## config.mk

```make
export PLATFORM = sky130hd
export DESIGN_NAME = uncache_data_bridge_flat
export DESIGN_NICKNAME = d
export VERILOG_FILES = /design/src/rtl/uncache_data_bridge_if.sv /design/src/rtl/uncache_data_bridge.sv /design/src/flat_wrapper.sv
export SDC_FILE = /design/constraint.sdc
export NUM_CORES = 1
export LEC_CHECK = 0
export CELL_PAD_IN_SITES_DETAIL_PLACEMENT = 1
export CELL_PAD_IN_SITES_GLOBAL_PLACEMENT = 2
export CORE_AREA = 2 2 185 187
export CTS_CLUSTER_SIZE = 20
export DETAILED_ROUTE_END_ITERATION = 16
export DIE_AREA = 0 0 187 189
export GPL_TIMING_DRIVEN = 0
export PLACE_DENSITY_LB_ADDON = 0.1
export SLEW_MARGIN = 20
export SYNTH_ARGS = -nofsm -noshare
export SYNTH_HDL_FRONTEND = slang
export SYNTH_SLANG_ARGS = --single-unit
```

## constraint.sdc

```tcl
create_clock -name core_clk -period 12.6 [get_ports core_clk]
set_clock_uncertainty 0.2 [all_clocks]
set_input_delay 3.78 -clock core_clk [delete_from_list [all_inputs] [get_ports core_clk]]
set_output_delay 3.78 -clock core_clk [all_outputs]
set_load 0.005 [all_outputs]
```

## src/rtl/uncache_data_bridge_if.sv

```systemverilog
// Single-beat uncached bus: the bridge is the master, the uncached memory port is the slave.
interface uncache_data_bridge_if;
  logic        ucb_req;
  logic        ucb_wr;
  logic [31:0] ucb_addr;
  logic [31:0] ucb_wdata;
  logic [3:0]  ucb_wstrb;
  logic        ucb_addr_ok;
  logic        ucb_data_ok;
  logic [31:0] ucb_rdata;

  modport master (
    output ucb_req, ucb_wr, ucb_addr, ucb_wdata, ucb_wstrb,
    input  ucb_addr_ok, ucb_data_ok, ucb_rdata
  );

  modport slave (
    input  ucb_req, ucb_wr, ucb_addr, ucb_wdata, ucb_wstrb,
    output ucb_addr_ok, ucb_data_ok, ucb_rdata
  );
endinterface

```

## src/rtl/uncache_data_bridge.sv

```systemverilog
// Uncached MEM-stage bridge: posted store buffer drained one write at a time, and blocking
// single-beat loads that wait for the buffer to empty; stores stall only when the buffer is full.
module uncache_data_bridge #(
  parameter int SB_DEPTH = 4
) (
  input  logic                 core_clk,
  input  logic                 rst,
  input  logic                 MEM_Valid,
  input  logic                 MEM_ReadMem,
  input  logic                 MEM_WriteMem,
  input  logic                 MEM_Flush,
  input  logic [31:0]          Phsy_Daddr,
  input  logic                 D_IsCached,
  input  logic                 D_IsTLBException,
  input  logic [31:0]          MEM_WrData,
  input  logic [3:0]           MEM_ByteEn,
  uncache_data_bridge_if.master ucb,
  output logic                 UC_Stall,
  output logic                 UC_RdValid,
  output logic [31:0]          UC_RdData
);
  localparam int PW = $clog2(SB_DEPTH);
  localparam int CW = PW + 1;
  localparam logic [CW-1:0] SB_FULL = CW'(SB_DEPTH);

  typedef struct packed {
    logic [31:0] addr;
    logic [31:0] wdata;
    logic [3:0]  wstrb;
  } sb_ent_t;

  typedef enum logic [1:0] {W_IDLE, W_REQ, W_WAIT} w_state_e;
  typedef enum logic [2:0] {RD_IDLE, RD_REQ, RD_WAIT, RD_DONE, RD_DISCARD} rd_state_e;

  sb_ent_t       sb_mem_q [SB_DEPTH];
  sb_ent_t       head;
  logic [PW-1:0] wr_ptr_q, wr_ptr_d, rd_ptr_q, rd_ptr_d;
  logic [CW-1:0] cnt_q, cnt_d;
  w_state_e      w_q, w_d;
  rd_state_e     rd_q, rd_d;
  logic [31:0]   ld_addr_q, ld_addr_d;
  logic [3:0]    ld_be_q, ld_be_d;
  logic [31:0]   rdata_q, rdata_d;
  logic          presented, pres_ld, pres_st, sb_full, enq, pop;

  assign presented = MEM_Valid & ~D_IsCached & ~D_IsTLBException & ~MEM_Flush
                   & (MEM_ReadMem | MEM_WriteMem);
  assign pres_ld   = presented & MEM_ReadMem;
  assign pres_st   = presented & MEM_WriteMem & ~MEM_ReadMem;
  // Full check uses the registered count, so a pop frees the slot only on the next cycle.
  assign sb_full   = (cnt_q == SB_FULL);
  assign enq       = pres_st & ~sb_full;
  assign pop       = (w_q == W_WAIT) & ucb.ucb_data_ok;
  assign head      = sb_mem_q[rd_ptr_q];

  assign UC_Stall   = (pres_st & sb_full) | (pres_ld & (rd_q != RD_DONE));
  assign UC_RdValid = (rd_q == RD_DONE);
  assign UC_RdData  = rdata_q;

  always_ff @(posedge core_clk) begin
    if (enq) sb_mem_q[wr_ptr_q] <= '{addr: Phsy_Daddr, wdata: MEM_WrData, wstrb: MEM_ByteEn};
  end

  always_ff @(posedge core_clk) begin
    if (rst) begin
      wr_ptr_q  <= '0;
      rd_ptr_q  <= '0;
      cnt_q     <= '0;
      w_q       <= W_IDLE;
      rd_q      <= RD_IDLE;
      ld_addr_q <= '0;
      ld_be_q   <= '0;
      rdata_q   <= '0;
    end else begin
      wr_ptr_q  <= wr_ptr_d;
      rd_ptr_q  <= rd_ptr_d;
      cnt_q     <= cnt_d;
      w_q       <= w_d;
      rd_q      <= rd_d;
      ld_addr_q <= ld_addr_d;
      ld_be_q   <= ld_be_d;
      rdata_q   <= rdata_d;
    end
  end

  always_comb begin
    wr_ptr_d = enq ? wr_ptr_q + PW'(1) : wr_ptr_q;
    rd_ptr_d = pop ? rd_ptr_q + PW'(1) : rd_ptr_q;
    cnt_d    = cnt_q;
    case ({enq, pop})
      2'b10:   cnt_d = cnt_q + CW'(1);
      2'b01:   cnt_d = cnt_q - CW'(1);
      default: cnt_d = cnt_q;
    endcase
  end

  // Write drain only starts while the read side is idle, and a read only starts once the
  // buffer is empty and no write is in flight, so the two never request together.
  always_comb begin
    w_d = w_q;
    case (w_q)
      W_IDLE:  if (cnt_q != '0 && rd_q == RD_IDLE) w_d = W_REQ;
      W_REQ:   if (ucb.ucb_addr_ok) w_d = W_WAIT;
      W_WAIT:  if (ucb.ucb_data_ok) w_d = W_IDLE;
      default: w_d = W_IDLE;
    endcase
  end

  always_comb begin
    rd_d      = rd_q;
    ld_addr_d = ld_addr_q;
    ld_be_d   = ld_be_q;
    rdata_d   = rdata_q;
    case (rd_q)
      RD_IDLE: begin
        if (pres_ld) begin
          ld_addr_d = Phsy_Daddr;
          ld_be_d   = MEM_ByteEn;
          if (cnt_q == '0 && w_q == W_IDLE) rd_d = RD_REQ;
        end
      end
      RD_REQ: begin
        if (ucb.ucb_addr_ok) rd_d = MEM_Flush ? RD_DISCARD : RD_WAIT;
        else if (MEM_Flush)  rd_d = RD_IDLE;
      end
      RD_WAIT: begin
        if (ucb.ucb_data_ok) begin
          if (MEM_Flush) begin
            rd_d = RD_IDLE;
          end else begin
            rdata_d = ucb.ucb_rdata;
            rd_d    = RD_DONE;
          end
        end else if (MEM_Flush) begin
          rd_d = RD_DISCARD;
        end
      end
      RD_DONE:    rd_d = RD_IDLE;
      RD_DISCARD: if (ucb.ucb_data_ok) rd_d = RD_IDLE;
      default:    rd_d = RD_IDLE;
    endcase
  end

  always_comb begin
    ucb.ucb_req   = 1'b0;
    ucb.ucb_wr    = 1'b0;
    ucb.ucb_addr  = '0;
    ucb.ucb_wdata = '0;
    ucb.ucb_wstrb = '0;
    if (w_q == W_REQ) begin
      ucb.ucb_req   = 1'b1;
      ucb.ucb_wr    = 1'b1;
      ucb.ucb_addr  = head.addr;
      ucb.ucb_wdata = head.wdata;
      ucb.ucb_wstrb = head.wstrb;
    end else if (rd_q == RD_REQ) begin
      ucb.ucb_req   = 1'b1;
      ucb.ucb_addr  = ld_addr_q;
      ucb.ucb_wstrb = ld_be_q;
    end
  end
endmodule
```

## src/flat_wrapper.sv

```systemverilog
// flat-port wrapper written by rule: the top's interface ports become plain ports
module uncache_data_bridge_flat 
#(
  parameter int SB_DEPTH = 4
)
  (core_clk, rst, MEM_Valid, MEM_ReadMem, MEM_WriteMem, MEM_Flush, Phsy_Daddr, D_IsCached, D_IsTLBException, MEM_WrData, MEM_ByteEn, UC_Stall, UC_RdValid, UC_RdData, ucb_ucb_req, ucb_ucb_wr, ucb_ucb_addr, ucb_ucb_wdata, ucb_ucb_wstrb, ucb_ucb_addr_ok, ucb_ucb_data_ok, ucb_ucb_rdata);
  uncache_data_bridge_if ucb_i ();
  input  logic core_clk;
  input  logic rst;
  input  logic MEM_Valid;
  input  logic MEM_ReadMem;
  input  logic MEM_WriteMem;
  input  logic MEM_Flush;
  input  logic [31:0] Phsy_Daddr;
  input  logic D_IsCached;
  input  logic D_IsTLBException;
  input  logic [31:0] MEM_WrData;
  input  logic [3:0] MEM_ByteEn;
  output logic UC_Stall;
  output logic UC_RdValid;
  output logic [31:0] UC_RdData;
  output wire logic [$bits(ucb_i.ucb_req)-1:0] ucb_ucb_req;
  output wire logic [$bits(ucb_i.ucb_wr)-1:0] ucb_ucb_wr;
  output wire logic [$bits(ucb_i.ucb_addr)-1:0] ucb_ucb_addr;
  output wire logic [$bits(ucb_i.ucb_wdata)-1:0] ucb_ucb_wdata;
  output wire logic [$bits(ucb_i.ucb_wstrb)-1:0] ucb_ucb_wstrb;
  input wire logic [$bits(ucb_i.ucb_addr_ok)-1:0] ucb_ucb_addr_ok;
  input wire logic [$bits(ucb_i.ucb_data_ok)-1:0] ucb_ucb_data_ok;
  input wire logic [$bits(ucb_i.ucb_rdata)-1:0] ucb_ucb_rdata;
  assign ucb_ucb_req = ucb_i.ucb_req;
  assign ucb_ucb_wr = ucb_i.ucb_wr;
  assign ucb_ucb_addr = ucb_i.ucb_addr;
  assign ucb_ucb_wdata = ucb_i.ucb_wdata;
  assign ucb_ucb_wstrb = ucb_i.ucb_wstrb;
  assign ucb_i.ucb_addr_ok = ucb_ucb_addr_ok;
  assign ucb_i.ucb_data_ok = ucb_ucb_data_ok;
  assign ucb_i.ucb_rdata = ucb_ucb_rdata;
  uncache_data_bridge #(.SB_DEPTH(SB_DEPTH)) u_core (.core_clk(core_clk), .rst(rst), .MEM_Valid(MEM_Valid), .MEM_ReadMem(MEM_ReadMem), .MEM_WriteMem(MEM_WriteMem), .MEM_Flush(MEM_Flush), .Phsy_Daddr(Phsy_Daddr), .D_IsCached(D_IsCached), .D_IsTLBException(D_IsTLBException), .MEM_WrData(MEM_WrData), .MEM_ByteEn(MEM_ByteEn), .ucb(ucb_i), .UC_Stall(UC_Stall), .UC_RdValid(UC_RdValid), .UC_RdData(UC_RdData));
endmodule
```

# Yosys cells after proc, flatten, opt, wreduce, memory -nomap -nowiden
# Memories as Yosys holds them, arrays and structs flattened. A register that Yosys moved wholly into a read port is not among the register bits.
# Cells that the tools add are included.
[word_totals]
ramBits = 272
wordCells = 87
register_bits = 80
mem_count = 1
[op_classes]
reduce_logical = 11
n_mux = 27
n_bitwise = 18
eq_ne = 18
n_addsub = 4
[mem_list]
columns = ["name", "words", "word_bits", "read_ports", "rd_clocked_by_memory_dff", "wr", "line_no", "text"]
rows = [
  ["u_core.sb_mem_q", 4, 68, 1, 1, 1, "uncache_data_bridge.sv:35", "sb_ent_t sb_mem_q [SB_DEPTH];"],
]
[op_table]
columns = ["cell", "n"]
rows = [
  ["32-bit two-way mux", 3],
  ["3-bit two-way mux", 8],
  ["2-bit two-way mux", 6],
  ["3-bit one-hot mux with 4 select lines", 1],
  ["1-bit bitwise AND", 11],
  ["4-bit two-way mux", 2],
  ["2-bit != test, second input constant", 4],
  ["3-bit by 2-bit equality test with 1-bit output, second input constant", 2],
  ["3-bit equality test, second input constant", 2],
  ["3-bit zero test", 2],
  ["3-bit != test, second input constant", 2],
  ["2-bit one-hot mux with 3 select lines", 1],
  ["3-bit one-hot mux with 2 select lines", 1],
  ["3-bit AND reduction", 2],
  ["1-bit two-way mux", 5],
  ["1-bit inverter", 5],
  ["5-bit AND reduction", 1],
  ["2-bit by 1-bit adder with 2-bit output, second input constant", 2],
  ["2-bit by 1-bit equality test with 1-bit output, second input constant", 2],
  ["2-bit equality test, second input constant", 2],
  ["2-bit by 1-bit != test with 1-bit output, second input constant", 2],
  ["3-bit by 1-bit adder with 3-bit output, second input constant", 1],
  ["3-bit by 1-bit equality test with 1-bit output, second input constant", 1],
  ["3-bit by 2-bit != test with 1-bit output, second input constant", 1],
  ["7 further kinds", 9],
]

# Depth between registers and ports, before layout
[depth]
depth_word = 10
ltp_mapped = 10
depth_no_buf = 9

# Worst setup path after synthesis
# OpenSTA, ideal clock, no wires.
[synth_path]
kind = "input -> output"
start = "input MEM_Flush"
end = "output UC_Stall"
path_buffers = 0
required_time_ns = 8.620
path_stages = 2
arrival_time_ns = 4.258
setup_slack_ns = 4.362
path_cell_list = "nor4b_4 -> and2_1"
[synth_via]
elab_chain_len = 7
[synth_lines]
columns = ["item", "line_no", "text"]
rows = [
  ["start: declaration", "flat_wrapper.sv:13", "input logic MEM_Flush;"],
  ["1-bit inverter (no source line) (*)", "n/a", ""],
  ["1-bit bitwise AND (*)", "uncache_data_bridge.sv:46", "assign presented = MEM_Valid & ~D_IsCached & ~D_IsTLBException & ~MEM_Flush"],
  ["1-bit bitwise AND (*)", "uncache_data_bridge.sv:47", "& (MEM_ReadMem | MEM_WriteMem);"],
  ["1-bit bitwise AND (2 in a row)", "uncache_data_bridge.sv:49", "assign pres_st = presented & MEM_WriteMem & ~MEM_ReadMem;"],
  ["1-bit bitwise AND", "uncache_data_bridge.sv:56", "assign UC_Stall = (pres_st & sb_full) | (pres_ld & (rd_q != RD_DONE));"],
  ["1-bit OR (*)", "uncache_data_bridge.sv:56", ""],
  ["end: declaration", "flat_wrapper.sv:19", "output logic UC_Stall;"],
]
# Every way passes the cells marked *; elsewhere a longest branch is shown, timed or not.

# Worst setup path in the final report
# Same ends and word-level chain as after synthesis.

==> metrics.yaml <==
drt_wl_total_um: 32400
ant_nets: 0
nFillCells: 3190
design_area_um2: 17500
grt_util_met2_pct: 30.1
ys_top_cells_by_area: "edfxtp_1, dfxtp_1, mux4_2"
slew_violations: 0
leakage_nw: 5.56
dr.pass1.iters: 4
synth_seq_cells: 354
post_cts_buffers: 0
async_flop_share_pct: 0
path_class: "input pin to output port"
rsz0062_at_grt: "false"
intPower_w: 0.00197
routedWlPerCell_um: 20.7
seqCellArea_um2: 9810
arrival_ps: 5490
syn_inst: 830
dieWidth_um: 187
grtUsageMet1_pct: 24.8
power.total_w: 0.00248
tightest_slew_ps: 914
synth_enable_flop_cells: 272
combPwrFrac_pct: 4.7
period_share_pct: 75.2
portBuffers: 212
antenna_found_initial: 3
yosys_warnings: 0
place_hpwl_um: 20600
crit_fanout: 5
dpl_cell_area_um2: 16300
hold_violations: 0
clock-root-buffer: "clkbuf_16"
tritoncts: "yes"
num-nets-final: 1203
grt_overflow: 0
vdd_ir_drop_max_mv: 0.0739
fin_tns_setup_ps: 0
ctsHoldBuffers: 0
p_per_area_nw_per_um2: 141
std_cell_rows: 67
die_h_um: 189
cp-start-kind: "input pin"
path_clk_slew_ps: 60
synth_ff_type: "edfxtp_1"
cts-buffers-inserted: 39
yosys.area.top_type_share_pct: 60.6
io_pins: 214
grt_usage_pct: 18.6
syn_area_um2: 13500
ys_seq_area_share_pct: 72.8
cp_common_cell: "clkdlybuf4s50_1"
grt_start_max_net_pins: 41
vias: 7955
syn_to_final_growth_pct: 30.0
fmax_ghz: 0.106
htreeDepth: 2
crit_required_ps: 8620
gp_congestion: 0.681
cp-end-kind: "output port"
p_sw_w: 0.000510
outcome: "completed"
p_clk_share_pct: 44.3
maxSlewHeadroom_pct: 39.0
cts_resized: 0
coreArea_um2: 33300
synth_area_leader_cell: "edfxtp_1"
mappedNetlistNets: 946
grt_pass1_vias: 8583
hold_class: "flop to flop"
worstSkewPairLatency_ps: 520
die-area_um2: 35300
yosysMostFrequentCell: "edfxtp_1"
synth_common_cells: "edfxtp_1, nand2_1, dfxtp_1, a21oi_1, mux4_2"
critPathMaxStageDelay_ps: 540
detail_route.vias_per_cell: 5.09
grt_first_pass_wirelength_um: 50600
power_frac_seq_pct: 50.9
cp_cell_sequence: "clkdlybuf4s50_1 > nor4b_4 > and2_1 > clkdlybuf4s50_1"
syn_avg_cell_area_um2: 16.2
initial_utilization_pct: 40.5
grt_util_met3_pct: 5.58
drtIter0Drc: 317
drcViolationCount: 0
grt-busiest-layer: "met2"
synthDistinctLibCells: 39
clk_path_buf_depth: 3
clock-sinks: 354
min_period_ps: 9470
multi_input_area_um2: 3430
slowest_stage: "clkdlybuf4s50_1"
finalSetupViolCount: 0
cap_viol_max_count: 0
switching_share_pct: 20.6
drive_gt1_share_pct: 13.9
## critical path, delay by kind of cell
family / cells / cell delay (ps)
buf+inv: 2 / 1070
simple gates: 2 / 650
## cell families after synthesis
logic type                 count (synthesis)  share of synthesized area [%]
and+or+nand+nor                          217                           7.40
AOI/OAI and AO/OA                        118                           5.50
DFF                                      354                           72.8
muxes                                     70                           11.5
xor gates and xnor gates                   5                          0.325
adders and majority gates                  6                          0.613
buffers and inverters                     60                           1.87
## state kept, by name, summed over array words and instances, names as in the netlist, named ones only
name / flops
u_core.rd_ptr_q: 2
u_core.ld_be_q: 4
u_core.cnt_q: 3
u_core.rd_q: 3
u_core.w_q: 2
u_core.UC_RdData: 32
u_core.ld_addr_q: 32
u_core.sb_mem_q: 272
u_core.wr_ptr_q: 2
## cell usage in the layout, fill, tap and decap left out, types with 13 or more instances in the layout
master / n
a21oi_1: 73
a22o_1: 36
and2_1: 33
buf_2: 19
clkbuf_1: 38
clkbuf_16: 41
clkdlybuf4s50_1: 212
dfxtp_1: 82
edfxtp_1: 272
mux4_2: 68
nand2_1: 140
nor2_1: 13
## power groups by stage
stage	Combinational (W)	Sequential [W]	Clock (W)
final	0.000117	0.00126	0.00110
after global routing	0.000127	0.00126	0.00117
after CTS	0.000119	0.00126	0.00113
after detailed placement	0.000118	0.00129	0
after global placement	0.000117	0.00129	0
after floorplan	0.0000407	0.00129	0
## worst paths after layout
| kind | startpoint | endpoint | slack [ps] | cells after the start |
|---|---|---|---|---|
| worst min register to register | u_core.UC_RdData[10] | u_core.UC_RdData[10] | 250 | 2 |
| worst max register to register | u_core.cnt_q[2] | u_core.cnt_q[2] | 9780 | 10 |
| worst max-delay path | MEM_Flush | UC_Stall | 3130 | 4 |
| worst min-delay path | u_core.UC_RdData[10] | u_core.UC_RdData[10] | 250 | 2 |
## layout make-up
class	instances	area share (%)
flip-flops and latches	354	56.0
multi-input cells	416	19.6
repair buffers	216	12.7
clock buffers	48	6.00
well taps	448	3.20
plain buffers	53	1.29
clock inverters	21	1.08
inverters	7	0.150
diodes	1	0.0143
## stage by stage
step / instances / utilization [%] / hold WS, ps / setup slack, ps
floorplan: 830 / - / 236 / 4360
global route: 1564 / 52.7 / 275 / 3030
detailed placement: 1494 / 48.9 / 249 / 3120
CTS: 1563 / 52.7 / 257 / 3110
finish: 1564 / 52.7 / 255 / 3130
global placement: 1490 / 48.6 / 241 / 3110
## layer usage
metal	routed length (µm)	share of wire [%]
met2	15200	47
met5	27	0.083
met1	14400	44
met4	578	1.8
met3	2190	6.8
Note: power is estimated with default switching activity, not from simulation.
